==> config.mk <==
export PLATFORM = sky130hd
export DESIGN_NAME = operand_fetch_flat
export DESIGN_NICKNAME = d
export VERILOG_FILES = /design/src/rtl/operand_fetch_pkg.sv /design/src/rtl/operand_fetch_if.sv /design/src/rtl/operand_fetch_forward.sv /design/src/rtl/operand_fetch.sv /design/src/flat_wrapper.sv
export SDC_FILE = /design/constraint.sdc
export NUM_CORES = 1
export LEC_CHECK = 0
export BUFFER_PORTS_ARGS = -buffer_cell sky130_fd_sc_hd__buf_2
export CAP_MARGIN = 15
export CELL_PAD_IN_SITES_DETAIL_PLACEMENT = 1
export CELL_PAD_IN_SITES_GLOBAL_PLACEMENT = 1
export CORE_MARGIN = 5
export CORE_UTILIZATION = 28
export DETAILED_ROUTE_END_ITERATION = 10
export PLACE_DENSITY = 0.8
export REMOVE_ABC_BUFFERS = 1
export SYNTH_ARGS = -nofsm -noshare
export SYNTH_HDL_FRONTEND = slang
export SYNTH_SLANG_ARGS = --single-unit
==> constraint.sdc <==
create_clock -name clk -period 2.05 [get_ports clk]
set_clock_uncertainty 0.15 [all_clocks]
set_input_delay 0.1025 -clock clk [delete_from_list [all_inputs] [get_ports clk]]
set_output_delay 0.1025 -clock clk [all_outputs]
set_load 0.02 [all_outputs]
==> src/rtl/operand_fetch_pkg.sv <==
// Shared types and constants for the operand fetch stage: data widths, the
// registered output payload and the load-use match helper.
package operand_fetch_pkg;

    localparam int XLEN       = 32;
    localparam int REG_ADDR_W = 5;

    typedef logic [XLEN-1:0]       xlen_t;
    typedef logic [REG_ADDR_W-1:0] reg_addr_t;

    localparam reg_addr_t REG_ZERO  = 5'd0;
    localparam xlen_t     XLEN_ZERO = 32'h0000_0000;

    typedef struct packed {
        xlen_t     pc;
        xlen_t     imm;
        xlen_t     op1;
        xlen_t     op2;
        reg_addr_t rd;
        logic      reg_we;
    } fetch_payload_t;

    localparam fetch_payload_t PAYLOAD_ZERO = '{
        pc:     32'h0000_0000,
        imm:    32'h0000_0000,
        op1:    32'h0000_0000,
        op2:    32'h0000_0000,
        rd:     5'd0,
        reg_we: 1'b0
    };

    // A source only creates a load-use dependency when it is actually read.
    function automatic logic load_use_hit(input logic use_src, input reg_addr_t rs,
                                          input reg_addr_t ex_rd);
        return use_src && (rs == ex_rd);
    endfunction

endpackage

==> src/rtl/operand_fetch_if.sv <==
// Decode-to-fetch and fetch-to-execute handshakes with their payload fields.
interface operand_fetch_if;
    import operand_fetch_pkg::*;

    logic      in_valid;
    logic      in_ready;
    xlen_t     in_pc;
    xlen_t     in_imm;
    reg_addr_t in_rs1;
    reg_addr_t in_rs2;
    reg_addr_t in_rd;
    logic      in_use_rs1;
    logic      in_use_rs2;
    logic      in_reg_we;

    logic      out_valid;
    logic      out_ready;
    xlen_t     out_pc;
    xlen_t     out_imm;
    xlen_t     out_op1;
    xlen_t     out_op2;
    reg_addr_t out_rd;
    logic      out_reg_we;

    modport master (
        output in_valid, in_pc, in_imm, in_rs1, in_rs2, in_rd,
               in_use_rs1, in_use_rs2, in_reg_we, out_ready,
        input  in_ready, out_valid, out_pc, out_imm, out_op1, out_op2,
               out_rd, out_reg_we
    );

    modport slave (
        input  in_valid, in_pc, in_imm, in_rs1, in_rs2, in_rd,
               in_use_rs1, in_use_rs2, in_reg_we, out_ready,
        output in_ready, out_valid, out_pc, out_imm, out_op1, out_op2,
               out_rd, out_reg_we
    );

endinterface

==> src/rtl/operand_fetch_forward.sv <==
// Per-source operand select: x0, then execute-stage bypass, then writeback
// bypass, then the register file read value.
module operand_forward
    import operand_fetch_pkg::*;
(
    input  reg_addr_t rs_i,
    input  xlen_t     rf_data_i,
    input  logic      ex_we_i,
    input  logic      ex_load_i,
    input  reg_addr_t ex_rd_i,
    input  xlen_t     ex_data_i,
    input  logic      wb_we_i,
    input  reg_addr_t wb_rd_i,
    input  xlen_t     wb_data_i,
    output xlen_t     op_o
);

    // A load still in execute has no data yet, so it is never a bypass source.
    always_comb begin
        op_o = rf_data_i;
        if (rs_i == REG_ZERO) begin
            op_o = XLEN_ZERO;
        end else if (ex_we_i && !ex_load_i && (ex_rd_i == rs_i)) begin
            op_o = ex_data_i;
        end else if (wb_we_i && (wb_rd_i == rs_i)) begin
            op_o = wb_data_i;
        end else begin
            op_o = rf_data_i;
        end
    end

endmodule

==> src/rtl/operand_fetch.sv <==
// Operand fetch stage: reads/bypasses source operands, stalls on load-use
// hazards and holds one instruction in a registered output slot.
module operand_fetch
    import operand_fetch_pkg::*;
#(
    parameter int STALL_CNT_W = 16
) (
    input  logic                   clk,
    input  logic                   rst,
    operand_fetch_if.slave         bus,
    output reg_addr_t              rf_rs1,
    output reg_addr_t              rf_rs2,
    input  xlen_t                  rf_data1,
    input  xlen_t                  rf_data2,
    input  logic                   ex_we,
    input  reg_addr_t              ex_rd,
    input  xlen_t                  ex_data,
    input  logic                   ex_load,
    input  logic                   wb_we,
    input  reg_addr_t              wb_rd,
    input  xlen_t                  wb_data,
    input  logic                   flush,
    output logic [STALL_CNT_W-1:0] stall_count
);

    localparam logic [STALL_CNT_W-1:0] STALL_MAX = {STALL_CNT_W{1'b1}};
    localparam logic [STALL_CNT_W-1:0] STALL_ONE = {{(STALL_CNT_W-1){1'b0}}, 1'b1};
    localparam logic [STALL_CNT_W-1:0] STALL_ZERO = {STALL_CNT_W{1'b0}};

    fetch_payload_t          payload_q, payload_d, payload_new_s;
    logic                    out_valid_q, out_valid_d;
    logic [STALL_CNT_W-1:0]  stall_q, stall_d;
    logic                    hazard_s, in_ready_s, accept_s;
    xlen_t                   op1_s, op2_s;

    assign rf_rs1 = bus.in_rs1;
    assign rf_rs2 = bus.in_rs2;

    operand_forward u_fwd_rs1 (
        .rs_i(bus.in_rs1), .rf_data_i(rf_data1),
        .ex_we_i(ex_we), .ex_load_i(ex_load), .ex_rd_i(ex_rd), .ex_data_i(ex_data),
        .wb_we_i(wb_we), .wb_rd_i(wb_rd), .wb_data_i(wb_data),
        .op_o(op1_s)
    );

    operand_forward u_fwd_rs2 (
        .rs_i(bus.in_rs2), .rf_data_i(rf_data2),
        .ex_we_i(ex_we), .ex_load_i(ex_load), .ex_rd_i(ex_rd), .ex_data_i(ex_data),
        .wb_we_i(wb_we), .wb_rd_i(wb_rd), .wb_data_i(wb_data),
        .op_o(op2_s)
    );

    assign hazard_s   = bus.in_valid && ex_we && ex_load && (ex_rd != REG_ZERO) &&
                        (load_use_hit(bus.in_use_rs1, bus.in_rs1, ex_rd) ||
                         load_use_hit(bus.in_use_rs2, bus.in_rs2, ex_rd));
    assign in_ready_s = (!out_valid_q || bus.out_ready) && !hazard_s && !flush;
    assign accept_s   = bus.in_valid && in_ready_s;

    assign payload_new_s = '{
        pc:     bus.in_pc,
        imm:    bus.in_imm,
        op1:    op1_s,
        op2:    op2_s,
        rd:     bus.in_rd,
        reg_we: bus.in_reg_we
    };

    // Output slot and stall counter next state; flush beats accept beats drain.
    always_comb begin
        out_valid_d = out_valid_q;
        payload_d   = payload_q;
        stall_d     = stall_q;
        if (flush) begin
            out_valid_d = 1'b0;
        end else if (accept_s) begin
            out_valid_d = 1'b1;
            payload_d   = payload_new_s;
        end else if (out_valid_q && bus.out_ready) begin
            out_valid_d = 1'b0;
        end else begin
            out_valid_d = out_valid_q;
        end
        if (hazard_s && !flush && (stall_q != STALL_MAX)) begin
            stall_d = stall_q + STALL_ONE;
        end else begin
            stall_d = stall_q;
        end
    end

    // State registers with synchronous reset.
    always_ff @(posedge clk) begin
        if (rst) begin
            out_valid_q <= 1'b0;
            payload_q   <= PAYLOAD_ZERO;
            stall_q     <= STALL_ZERO;
        end else begin
            out_valid_q <= out_valid_d;
            payload_q   <= payload_d;
            stall_q     <= stall_d;
        end
    end

    assign bus.in_ready   = in_ready_s;
    assign bus.out_valid  = out_valid_q;
    assign bus.out_pc     = payload_q.pc;
    assign bus.out_imm    = payload_q.imm;
    assign bus.out_op1    = payload_q.op1;
    assign bus.out_op2    = payload_q.op2;
    assign bus.out_rd     = payload_q.rd;
    assign bus.out_reg_we = payload_q.reg_we;
    assign stall_count    = stall_q;

endmodule

==> src/flat_wrapper.sv <==
// flat-port wrapper written by rule: the top's interface ports become plain ports
module operand_fetch_flat import operand_fetch_pkg::*;
#(
    parameter int STALL_CNT_W = 16
)
  (clk, rst, rf_rs1, rf_rs2, rf_data1, rf_data2, ex_we, ex_rd, ex_data, ex_load, wb_we, wb_rd, wb_data, flush, stall_count, bus_in_valid, bus_in_pc, bus_in_imm, bus_in_rs1, bus_in_rs2, bus_in_rd, bus_in_use_rs1, bus_in_use_rs2, bus_in_reg_we, bus_out_ready, bus_in_ready, bus_out_valid, bus_out_pc, bus_out_imm, bus_out_op1, bus_out_op2, bus_out_rd, bus_out_reg_we);
  operand_fetch_if bus_i ();
  input  logic clk;
  input  logic rst;
  output reg_addr_t rf_rs1;
  output reg_addr_t rf_rs2;
  input  xlen_t rf_data1;
  input  xlen_t rf_data2;
  input  logic ex_we;
  input  reg_addr_t ex_rd;
  input  xlen_t ex_data;
  input  logic ex_load;
  input  logic wb_we;
  input  reg_addr_t wb_rd;
  input  xlen_t wb_data;
  input  logic flush;
  output logic [STALL_CNT_W-1:0] stall_count;
  input wire logic [$bits(bus_i.in_valid)-1:0] bus_in_valid;
  input wire logic [$bits(bus_i.in_pc)-1:0] bus_in_pc;
  input wire logic [$bits(bus_i.in_imm)-1:0] bus_in_imm;
  input wire logic [$bits(bus_i.in_rs1)-1:0] bus_in_rs1;
  input wire logic [$bits(bus_i.in_rs2)-1:0] bus_in_rs2;
  input wire logic [$bits(bus_i.in_rd)-1:0] bus_in_rd;
  input wire logic [$bits(bus_i.in_use_rs1)-1:0] bus_in_use_rs1;
  input wire logic [$bits(bus_i.in_use_rs2)-1:0] bus_in_use_rs2;
  input wire logic [$bits(bus_i.in_reg_we)-1:0] bus_in_reg_we;
  input wire logic [$bits(bus_i.out_ready)-1:0] bus_out_ready;
  output wire logic [$bits(bus_i.in_ready)-1:0] bus_in_ready;
  output wire logic [$bits(bus_i.out_valid)-1:0] bus_out_valid;
  output wire logic [$bits(bus_i.out_pc)-1:0] bus_out_pc;
  output wire logic [$bits(bus_i.out_imm)-1:0] bus_out_imm;
  output wire logic [$bits(bus_i.out_op1)-1:0] bus_out_op1;
  output wire logic [$bits(bus_i.out_op2)-1:0] bus_out_op2;
  output wire logic [$bits(bus_i.out_rd)-1:0] bus_out_rd;
  output wire logic [$bits(bus_i.out_reg_we)-1:0] bus_out_reg_we;
  assign bus_i.in_valid = bus_in_valid;
  assign bus_i.in_pc = bus_in_pc;
  assign bus_i.in_imm = bus_in_imm;
  assign bus_i.in_rs1 = bus_in_rs1;
  assign bus_i.in_rs2 = bus_in_rs2;
  assign bus_i.in_rd = bus_in_rd;
  assign bus_i.in_use_rs1 = bus_in_use_rs1;
  assign bus_i.in_use_rs2 = bus_in_use_rs2;
  assign bus_i.in_reg_we = bus_in_reg_we;
  assign bus_i.out_ready = bus_out_ready;
  assign bus_in_ready = bus_i.in_ready;
  assign bus_out_valid = bus_i.out_valid;
  assign bus_out_pc = bus_i.out_pc;
  assign bus_out_imm = bus_i.out_imm;
  assign bus_out_op1 = bus_i.out_op1;
  assign bus_out_op2 = bus_i.out_op2;
  assign bus_out_rd = bus_i.out_rd;
  assign bus_out_reg_we = bus_i.out_reg_we;
  operand_fetch #(.STALL_CNT_W(STALL_CNT_W)) u_core (.clk(clk), .rst(rst), .bus(bus_i), .rf_rs1(rf_rs1), .rf_rs2(rf_rs2), .rf_data1(rf_data1), .rf_data2(rf_data2), .ex_we(ex_we), .ex_rd(ex_rd), .ex_data(ex_data), .ex_load(ex_load), .wb_we(wb_we), .wb_rd(wb_rd), .wb_data(wb_data), .flush(flush), .stall_count(stall_count));
endmodule
After elaboration in Yosys (flattened, before gate mapping). Index checks and enable logic that the tools add are counted.

Bitwise operators: 1. Add/sub/neg operators: 1. Eq/ne operators: 7. Reductions and logical operators: 29. Div/mod/pow operators: 0. Muxes and demuxes: 8. Magnitude comparators: 0. Multiply operators: 0. Shift-type cells: 0.

Operators with widths (number): $mux W32 (6); $eq A5 B5 Y1 (6); $logic_and A1 B1 Y1 (17); $add A16 B1 Y16 const B (1); $ne A16 B16 Y1 const B (1); $logic_not A5 Y1 (2); $reduce_bool A5 Y1 (1); $logic_not A1 Y1 (4); $logic_or A1 B1 Y1 (2); $mux W1 (2); $reduce_and A2 Y1 (1); $reduce_bool A2 Y1 (1); $reduce_or A2 Y1 (1); $not A1 Y1 (1).

Input bits: 228. RAM bits: 0. Flip-flop bits (word level): 151. Memories: 0. ROM bits: 0. Bits in latches: 0. Word-level logic and storage cells: 54.

Depth between registers and ports, before layout. Gate-level depths: netlist of run 1.

Word-level depth: 9. Gate-level depth with buffers: 8.

Hierarchy. A second synthesis of run 1 with hierarchy kept.

Cells, all modules: 924. Area, all modules: 7978.9 um^2.

By module, submodules not included: operand_fetch (seq. area each 3022.9 um^2, instances 1, cells each 572, area an instance 5819.3 um^2); operand_forward (seq. area each 0.0 um^2, instances 2, cells each 176, area an instance 1079.8 um^2).

Worst setup path after synthesis of run 1. Ideal clock, no wire load.

Path kind: register to register. Start point: reg u_core.stall_q[0] (netlist: u_core.stall_count[0]). End point: reg u_core.stall_q[14] (netlist: u_core.stall_count[14]). Clock period less this slack: 2378 ps. Data arrival time: 2158 ps. Slack: -328 ps. Required time: 1830 ps. Stages on the path, launching flop included: 9. Cell sequence: dfxtp_1 ha_1 and3_1 and3_1 a311oi_2 nand2_1 buf_2 or4_1 a21oi_1.

Cells in the longest elaborated chain, start to end: 2. Elaborated cells between the ends (all ways): 3. Those cells by class: add/sub (1); eq/ne (1); reduce/logical (1).

RTL lines: from (decl) (RTL line operand_fetch.sv:32) `logic [STALL_CNT_W-1:0] stall_q, stall_d;`; from (signal assigned) (RTL line operand_fetch.sv:99) `stall_q <= stall_d;`; parallel branches: the longest is 2 deep, another holds $add A16 B1 Y16.

Several ways; the timed one is not identified. A chain may end at the register's enable or synchronous reset.

Final worst setup path of run 1.
Start point: reg u_core.stall_q[1] (netlist: u_core.stall_count[1]). End point: reg u_core.stall_q[5] (netlist: u_core.stall_count[5]).

Same word-level chain as after synthesis.

==> metrics.txt, run 1 <==
status=finished, violations left; failing checks=negative hold slack, negative setup slack; routability cong.=just under 0.9; H-tree depth=4; RSZ-0062 raised after global routing=yes; placed insts=1,519; Final WS setup=-0.117 ns; switch share=between 20% and 30%; DRT Pass-1 Iters=5; synth unique cells=36; sequential cell area=approximately 3000 um2; Vias=9,094; switching power=between 2 and 2.5 mW; flop2flop setup slack=-0.12 ns; Core Region=roughly 24,000 um2; Mapped Cells=810; clk slew on worst S/H paths=approximately 0.07 ns; final std cells w/o fill=between 1,500 and 2,000; combinational share of power=between 10% and 20%; Slew @ Worst Pin=between 0.4 and 0.5 ns; root buffer selected by CTS=clkbuf_16; max-cap violations=0; Peak VDD IR=approximately 0.38 mV; min Tclk post-route=between 2 and 2.5 ns; layout cells sized above 1=a little under two fifths; Max clock buf depth=2; Leak=5.53 nW; cts bufs inserted=17; Die W=between 150 and 200 um; Initial Util=between 20% and 30%; area of the multi-input gates=approximately 3600 um2; worst r2r src=u_core.stall_count[1]; Worst EP required=2.26 ns; worst hold path depth=4; Reg2Reg Depth=8; Startpoint Class=flip-flop; final setup fails=10; Worst Hold Margin=-0.0162 ns; critical path peak fanout=5; Final Max Tran Viols=0; Clk pwr share=41.6%; die area=27,700 um2; Critical R2R Capture=u_core.stall_count[5]; Cell Rows=57; CP endpoint kind=flip-flop; DIE HEIGHT=between 150 and 200 um; Pint=5.69 mW; fmax=about 0.46 GHz; Hold EP=u_core.bus.out_op2[14]; critical path type=flip-flop to flip-flop; Post-DP HPWL=between 20 and 25 mm; fin crit share=106%; Detail Route Antenna Nets=0; Ys Warns=0; share of power burned in registers=39.0%; num ports=390; # fillers=~2,900; global route overflow=0; first-pass GRT wire length=approximately 58 mm; post-synthesis sequential area ratio=between 40 and 50%; final hold vios=2; drc violations=0; nets=~1,600; Arr. time, crit path=2.37 ns; PD cells=651 nW/um2; area grow syn2layout=80.6%; Starting DRT DRC Count=between 500 and 600; utilization after layout=between 50% and 60%; GRT Total Usage=roughly a quarter; hold path startpoint=rf_data2[14]; routed len/inst=around 23 um; initial antenna violation count=12; DRT Wirelength=between 30 and 40 mm; Vias/cell=slightly above 5; max_slew headroom=a little under three quarters; vias in the first global route=10,100; latest clock arrival within the worst-skew pair=around 0.41 ns; Pwr Total=approximately 8.1 mW; IO buf count=about 390; syn avg cell area=8.45 um2; Worst Hold Class=input port to flip-flop; synthesized flop and latch total=roughly 150; largest net degree at the start of global routing=71; Sink Count=between 150 and 200; CTS tree=done; Mapped Area=about 7000 um2
## logic make-up (layout without fill, tap and decap cells)
logic type                 Yosys count  count (layout)  synth area share (%)
and+or+nand+nor                    271             272                  16.8
AOI/OAI and AO/OA                  226             226                  20.9
DFF                                151             151                  44.1
buffers and inverters               71             693                  5.34
muxes                               65              65                  9.50
xor gates and xnor gates            25              25                  3.20
adders and majority gates            1               1                 0.183
other                                0              11                     0
## cells in the final DEF (no fill, tap or decap), types with 3 or more instances in the layout
cell / n
a21oi_1: 76
a21oi_2: 4
a22o_1: 64
and3_4: 3
buf_12: 15
buf_2: 386
buf_4: 74
clkbuf_16: 20
clkinv_4: 3
dfxtp_1: 149
diode_2: 11
dlygate4sd3_1: 175
inv_1: 3
inv_6: 4
inv_8: 5
mux2i_1: 60
mux2i_4: 3
nand2_1: 211
nand3_1: 11
nand4_1: 4
nor2_1: 12
o21ai_0: 65
o21ai_1: 4
o31ai_1: 3
or3_1: 6
or4_1: 5
or4_4: 3
xnor2_1: 12
xor2_1: 13
## how the worst max path moves through the flow
stage / start / endpoint / slack, ns / cells past startpoint
global route: u_core.stall_count[1] / u_core.stall_count[11] / -0.21 / 8
detailed placement: u_core.stall_count[0] / u_core.stall_count[5] / -0.29 / 7
CTS: u_core.stall_count[1] / u_core.stall_count[5] / -0.1 / 8
floorplan: bus_in_rs1[4] / u_core.bus.out_op1[30] / -2.06 / 5
finish: u_core.stall_count[1] / u_core.stall_count[5] / -0.12 / 8
global placement: u_core.stall_count[0] / u_core.stall_count[5] / -0.19 / 7
## worst max-delay path, stage by stage (launching register included)
cell and delay, ns:
dfxtp_2 0.34, ha_4 0.16, and3_4 0.17, and3_4 0.18
a311oi_2 0.24, buf_4 0.20, nand2_4 0.07, or4_4 0.48
a21oi_2 0.12
## flip-flops by register name (all words and copies together), names as in the netlist
signal / cells
u_core.bus.out_op1: 32
u_core.bus.out_reg_we: 1
u_core.bus.out_pc: 32
u_core.bus.out_op2: 32
u_core.stall_count: 16
u_core.bus.out_valid: 1
u_core.bus.out_rd: 5
u_core.bus.out_imm: 32
## metrics by stage
| stage | setup WS (ns) | TNS (ns) | instance area (um2) | hold WS, ns |
|---|---|---|---|---|
| 4_1_cts | -0.0970 | -0.577 | 12100 | 0.00250 |
| 2_1_floorplan | -2.06 | -158.71 | 6490 | 0.0216 |
| 3_3_place_gp | -0.189 | -8.22 | 9510 | 0.195 |
| 3_5_place_dp | -0.290 | -14.68 | 9510 | 0.200 |
| 6_report | -0.117 | -0.677 | 12400 | -0.0162 |
| 5_1_grt | -0.208 | -1.67 | 12400 | -0.000153 |
## synthesized netlist by cell type
cell type	n	area share, %
or3_1	6	0.55
clkbuf_1	44	2.4
a21boi_0	1	0.11
nor4_1	2	0.18
buf_2	7	0.51
nor2b_1	2	0.18
o31ai_1	5	0.55
nor2_1	13	0.71
nand3_1	11	0.80
nand4b_1	1	0.13
a21oi_1	80	5.8
nand2b_1	1	0.091
or4_1	8	0.88
a31oi_1	1	0.091
ha_1	1	0.18
o21ai_0	69	5.0
o2111ai_1	1	0.13
inv_1	3	0.16
and2_1	1	0.091
buf_6	7	1.2
o22ai_2	1	0.18
a22o_1	64	8.2
xnor2_1	12	1.5
o2111a_2	1	0.18
nor3_1	3	0.22
nand4_1	4	0.37
a21oi_4	1	0.24
nand2_1	212	12
dfxtp_1	151	44
a311oi_2	1	0.22
xor2_1	13	1.7
a21o_1	1	0.11
mux2i_1	65	9.5
nor3_4	2	0.48
buf_4	10	1.1
and3_1	5	0.46
## layer usage
layer,wire length (um),global-route usage (%)
met4,2140,14.2
met5,13,0
met3,2790,7.02
met1,14900,28.9
met2,20000,47.0
## power groups by stage
| stage | clock network [mW] | logic (mW) | registers, mW |
|---|---|---|---|
| after floorplan | 0 | 0.337 | 3.35 |
| after global placement | 0 | 1.14 | 3.19 |
| after detailed placement | 0 | 1.17 | 3.20 |
| after CTS | 3.42 | 1.47 | 3.13 |
| after global routing | 3.55 | 1.66 | 3.16 |
| final | 3.35 | 1.56 | 3.15 |
## timing repair
action / CTS / global route
gates cloned: 1 / 3
resized for setup: 9 / 34
endpoints found under the setup margin: 12 / 33
endpoints found under the hold margin: 142 / 0
setup buffers: 2 / 23
hold buffers: 194 / 0
pin swaps: 7 / 10
## layout make-up
cell class                      count  area share [%]
Timing Repair Buffer              658            37.7
Multi-Input combinational cell    589            29.2
Inverter                            3          0.0911
Tap cell                          324            3.28
Antenna cell                       11           0.223
Clock buffer                       18            3.55
Clock inverter                     14            1.44
Sequential cell                   151            24.5
No activity file was read; power rests on OpenSTA's default activity.
==> run 2, diff against run 1 <==
--- a/config.mk
+++ b/config.mk
@@ -6,7 +6,6 @@
 export NUM_CORES = 1
 export LEC_CHECK = 0
 export BUFFER_PORTS_ARGS = -buffer_cell sky130_fd_sc_hd__buf_2
-export CAP_MARGIN = 15
 export CELL_PAD_IN_SITES_DETAIL_PLACEMENT = 1
 export CELL_PAD_IN_SITES_GLOBAL_PLACEMENT = 1
 export CORE_MARGIN = 5
==> constraint.sdc (replaced) <==
create_clock -name clk -period 2.05 [get_ports clk]
set_clock_uncertainty 0.15 [all_clocks]
set_input_delay 0.615 -clock clk [delete_from_list [all_inputs] [get_ports clk]]
set_output_delay 0.615 -clock clk [all_outputs]
set_load 0.02 [all_outputs]
==> run 2 against run 1 <==
The run ends with negative setup slack left. Combinational power is 10% lower. Non-clock buffer count decreased by 160. Critical path depth decreased by 3. Global-route usage fell by 6.0 points. Clock power barely moved. Wire length decreased by 19%. First-iteration DRC count down 19%. Count of clock-buffer cells in the layout did not move.
==> metrics.txt, run 2 (synthesis gave the netlist of run 1 again) <==
routability cong.=0.881 (-0.78%); H-tree depth=4 (unchanged); status=finished, violations left; first-pass GRT wire length=45.3 mm (-22%); max-cap violations=0 (unchanged); Starting DRT DRC Count=476 (-19%); placed inst area=9660 um2 (+1.6%); hold path startpoint=bus_in_pc[16]; num ports=390 (unchanged); Core Region=24,200 um2 (unchanged); IO buf count=389 (unchanged); PD cells=708 nW/um2 (+8.6%); most frequent cells in the layout=buf_2 (387), nand2_1 (207), dfxtp_1 (148), o21ai_0 (66), mux2i_1 (65); Final WS setup=-0.548 ns (-0.431 ns); nets=1,489 (-9.7%); Die W=166 um (unchanged); area grow syn2layout=62.8%; final std cells w/o fill=1,601 (-9.4%); CP endpoint kind=output pin; Initial Util=28.3% (unchanged); failing checks=negative setup slack; cts bufs inserted=17 (unchanged); root buffer selected by CTS=clkbuf_16; flop2flop setup slack=-0.18 ns (-0.06 ns); Sink Count=151 (unchanged); Reg2Reg Depth=7 (-1); CTS tree=done; Peak VDD IR=0.453 mV (+18%); Slew @ Worst Pin=0.454 ns (+0.0233 ns); fmax=0.385 GHz (-17%); critical path type=input port to output pin; critical path peak fanout=2 (-3); DIE HEIGHT=166 um (unchanged); routed len/inst=20.1 um (-11%); hold buffer count at cts=0 (-100%); Post-DP HPWL=22.5 mm (+0.24%); RSZ-0062 raised after global routing=yes; layout cells sized above 1=46.9% (+8.7 points); Detail Route Antenna Nets=0 (unchanged); die area=27,700 um2 (unchanged); latest clock arrival within the worst-skew pair=0.42 ns (about the same); Max clock buf depth=2 (unchanged); worst hold path depth=3 (-1); final setup fails=148 (+138); Startpoint Class=input port; placed insts=1,534 (+0.99%); largest net degree at the start of global routing=71 (unchanged); GRT Total Usage=20.6% (-6.0 points); Final Instance Area=11,100 um2 (-9.9%); Leak=4.96 nW (-10%); fin crit share=127% (+21 points); Worst Hold Class=input port to flip-flop; DRT Wirelength=32.2 mm (-19%); final hold vios=0 (-2); vias in the first global route=8,072 (-20%); Critical R2R Capture=u_core.stall_count[5]; DRT Pass-1 Iters=4 (-1); Vias/cell=4.90 (-4.8%); max_slew headroom=69.7% (-1.5 points); initial antenna violation count=4 (-8); Arr. time, crit path=1.83 ns (-0.54 ns); commonest non-fill, non-tap cell in the layout=buf_2; Vias=7,841 (-14%); min Tclk post-route=2.60 ns (+0.431 ns); global route overflow=0 (unchanged); clk slew on worst S/H paths=0.07 ns (about the same); worst r2r src=u_core.stall_count[0]; Hold EP=u_core.bus.out_pc[16]; Cell Rows=57 (unchanged); Worst EP required=1.28 ns (-0.98 ns); Final Max Tran Viols=0 (unchanged); drc violations=0 (unchanged)
-- run 2: layout make-up --
| cell class | count | area, um2 |
|---|---|---|
| fillers | 2956 | 13000 |
| multi-input cells | 589 | 3710 |
| repair buffers | 498 | 3370 |
| flip-flops and latches | 151 | 3030 |
| clock buffers | 18 | 439 |
| well taps | 324 | 405 |
| clock inverters | 14 | 175 |
| inverters | 3 | 11.3 |
| diodes | 4 | 10.0 |
-- run 2: per-stage QoR --
stage | hold slack (ns) | utilization (%) | setup WS (ns) | power (mW) | TNS, ns
detailed placement | 0.295 | 40.0 | -0.714 | 4.40 | -91.05
CTS | 0.251 | 43.9 | -0.521 | 7.84 | -38.07
global placement | 0.289 | 40.0 | -0.662 | 4.36 | -83.32
finish | 0.279 | 46.1 | -0.548 | 7.89 | -45.09
floorplan | 0.378 | - | -2.57 | 3.69 | -228.69
global route | 0.265 | 46.1 | -0.586 | 8.19 | -51.76
-- run 2: worst max path at each step --
stage	start	endpoint	slack, ns	depth (start not counted)
2_1_floorplan	bus_in_rs1[4]	u_core.bus.out_op1[30]	-2.57	5
3_3_place_gp	ex_rd[1]	bus_in_ready	-0.66	5
3_5_place_dp	ex_rd[1]	u_core.bus.out_op1[0]	-0.71	7
4_1_cts	ex_rd[4]	bus_in_ready	-0.52	5
5_1_grt	ex_rd[2]	bus_in_ready	-0.59	5
6_report	ex_rd[4]	bus_in_ready	-0.55	5
-- run 2: routing by layer --
layer | GRT usage [%] | part of all wire, % | up-vias
met4 | 5.51 | 2.3 | 2
met3 | 6.71 | 6.7 | 42
met1 | 23.7 | 40 | 3759
met2 | 36.6 | 51 | 302
li1 | - | - | 3736
met5 | 0 | 0.025 | -
-- run 2: power by group --
group / switching, mW / total [mW] / internal [mW]
sequential: 0.0703 / 3.13 / 3.06
clock: 1.46 / 3.35 / 1.89
combinational: 0.761 / 1.40 / 0.639
total: 2.29 / 7.89 / 5.60
-- run 2: critical path: stages --
cell      delay [ns]
buf_6           0.09
or4_4           0.53
o2111a_2        0.28
a21boi_1        0.15
buf_4           0.17
-- run 2: what timing repair did --
action | in CTS | in global routing
hold endpoints to repair | 0 | 0
buffers inserted | 7 | 10
gates resized for setup | 18 | 70
pin swaps | 7 | 17
setup endpoints to repair | 148 | 150
cloned | 7 | 11
==> run 3, diff against run 2 <==
--- a/config.mk
+++ b/config.mk
@@ -11,8 +11,9 @@
 export CORE_MARGIN = 5
 export CORE_UTILIZATION = 28
 export DETAILED_ROUTE_END_ITERATION = 10
-export PLACE_DENSITY = 0.8
+export PLACE_DENSITY_LB_ADDON = 0.1
 export REMOVE_ABC_BUFFERS = 1
+export SKIP_CTS_REPAIR_TIMING = 1
 export SYNTH_ARGS = -nofsm -noshare
 export SYNTH_HDL_FRONTEND = slang
 export SYNTH_SLANG_ARGS = --single-unit
==> run 3 against run 2 <==
The run still ends with negative setup slack left. Total power grew 2.5%. Wire length shrank 2.8%. Critical path type unchanged. Non-clock buffer count grew 3. Largest power group unchanged. Utilization grew 0.83 points. Maximum frequency grew 0.67%. Final cell count grew 0.12%.
==> metrics.txt, run 3 (synthesis gave the netlist of run 1 again) <==
vias in the first global route=7,709 (-4.5%); layout cells sized above 1=50.5% (+3.6 points); failing checks=negative setup slack; Max clock buf depth=2 (unchanged); first-pass GRT wire length=44.1 mm (-2.6%); Vias=7,641 (-2.6%); PD cells=713 nW/um2 (+0.72%); Worst Hold Class=input port to flip-flop; CTS tree=done; utilization after layout=46.9% (+0.83 points); latest clock arrival within the worst-skew pair=0.42 ns (about the same); fmax=0.387 GHz (+0.67%); Critical R2R Capture=u_core.stall_count[6]; CP endpoint kind=output pin; area grow syn2layout=65.7%; H-tree depth=4 (unchanged); max_slew headroom=66.5% (-3.1 points); num ports=390 (unchanged); Startpoint Class=input port; Sink Count=151 (unchanged); final setup fails=151 (+2.0%); root buffer selected by CTS=clkbuf_16; routability cong.=0.772 (-12%); worst r2r src=u_core.stall_count[0]; Final Max Tran Viols=0 (unchanged); final std cells w/o fill=1,603 (+0.12%); Critical Path Most Common Cell=buf_6; # fillers=2,922 (-1.2%); Vias/cell=4.77 (-2.7%); largest net degree at the start of global routing=73 (+2.8%); flop2flop setup slack=-0.21 ns (-0.03 ns); RSZ-0062 raised after global routing=yes; CP cell instances=buf_6 > or4_4 > o2111a_2 > a21boi_2 > buf_6; max-cap violations=0 (unchanged); Post-DP HPWL=22.6 mm (+0.41%); DRT Pass-1 Iters=5 (+1); global route overflow=0 (unchanged); cts bufs inserted=17 (unchanged); Cell Rows=57 (unchanged); status=finished, violations left; Hold EP=u_core.bus.out_valid; Arr. time, crit path=1.82 ns (about the same); crit path max-delay cell type=or4_4; Die W=166 um (unchanged); GRT Total Usage=19.9% (-0.66 points); Pwr Total=8.09 mW (+2.5%); Starting DRT DRC Count=276 (-42%); DIE HEIGHT=166 um (unchanged); critical path peak fanout=2 (unchanged); Detail Route Antenna Nets=0 (unchanged); Core Region=24,200 um2 (unchanged); Final WS setup=-0.531 ns (+0.0174 ns); Leak=5.05 nW (+1.7%); critical path type=input port to output pin; hold path startpoint=flush; Peak VDD IR=0.442 mV (-2.4%); clk slew on worst S/H paths=0.07 ns (about the same); placed inst area=9660 um2 (about the same); Worst EP required=1.28 ns (about the same); fin crit share=126% (-0.85 points); DRT Wirelength=31.3 mm (-2.8%); Worst path max stage delay=0.53 ns (about the same); initial antenna violation count=5 (+1); IO buf count=389 (unchanged); nets=1,492 (+0.20%); drc violations=0 (unchanged); final hold vios=0 (unchanged); placed insts=1,535 (+0.065%); commonest non-fill, non-tap cell in the layout=buf_2; min Tclk post-route=2.58 ns (-0.0174 ns); die area=27,700 um2 (unchanged); routed len/inst=19.5 um (-2.9%); most frequent cells in the layout=buf_2 (384), nand2_1 (181), dfxtp_1 (149), o21ai_0 (69), mux2i_1 (65); Slew @ Worst Pin=0.502 ns (+0.0476 ns); Reg2Reg Depth=9 (+2); worst hold path depth=2 (-1); Initial Util=28.3% (unchanged); Final Instance Area=11,300 um2 (+1.8%)
-- run 3: area by class of cell --
type,instances,area [um2],share of cell area [%]
sequential,151,3030,26.7
multi-input combinational,589,3940,34.7
inverter,3,11.3,0.0992
antenna,3,7.51,0.0662
clock buffer,17,425,3.75
tap,324,405,3.57
timing repair buffer,501,3300,29.1
clock inverter,15,228,2.01
-- run 3: worst max-delay path, delay by kind of cell --
kind / cells / cell delay [ns]
AOI/OAI and AO/OA: 2 / 0.43
and+or+nand+nor: 1 / 0.53
buffers and inverters: 2 / 0.22
-- run 3: how the worst max path moves through the flow --
stage	from	to	cells past startpoint	slack, ns
after floorplan	bus_in_rs1[4]	u_core.bus.out_op1[30]	5	-2.57
after global placement	ex_rd[1]	bus_in_ready	5	-0.69
after detailed placement	ex_rd[1]	u_core.bus.out_imm[18]	9	-0.70
after CTS	ex_rd[1]	bus_in_ready	5	-0.68
after global routing	ex_rd[4]	u_core.bus.out_op2[12]	9	-0.57
final	ex_rd[4]	bus_in_ready	5	-0.53
-- run 3: metrics by stage --
stage               setup slack [ns]  hold slack (ns)  setup TNS, ns
floorplan                      -2.57            0.378        -228.69
global placement              -0.690            0.288         -90.82
finish                        -0.531            0.240         -63.79
global route                  -0.567            0.244         -71.19
detailed placement            -0.698            0.296         -92.96
CTS                           -0.676            0.226         -27.03
-- run 3: power breakdown --
part | switching, mW | leakage [nW] | internal [mW]
combinational | 0.767 | 3.49 | 0.655
sequential | 0.0657 | 1.23 | 3.06
clock | 1.44 | 0.322 | 2.10
-- run 3: metal layers --
layer	track usage [%]	vias to the layer above	wire, um
met5	0	-	61
met4	4.91	8	484
met3	6.86	33	2190
met2	35.4	251	16100
met1	23.0	3605	12400
li1	-	3744	-
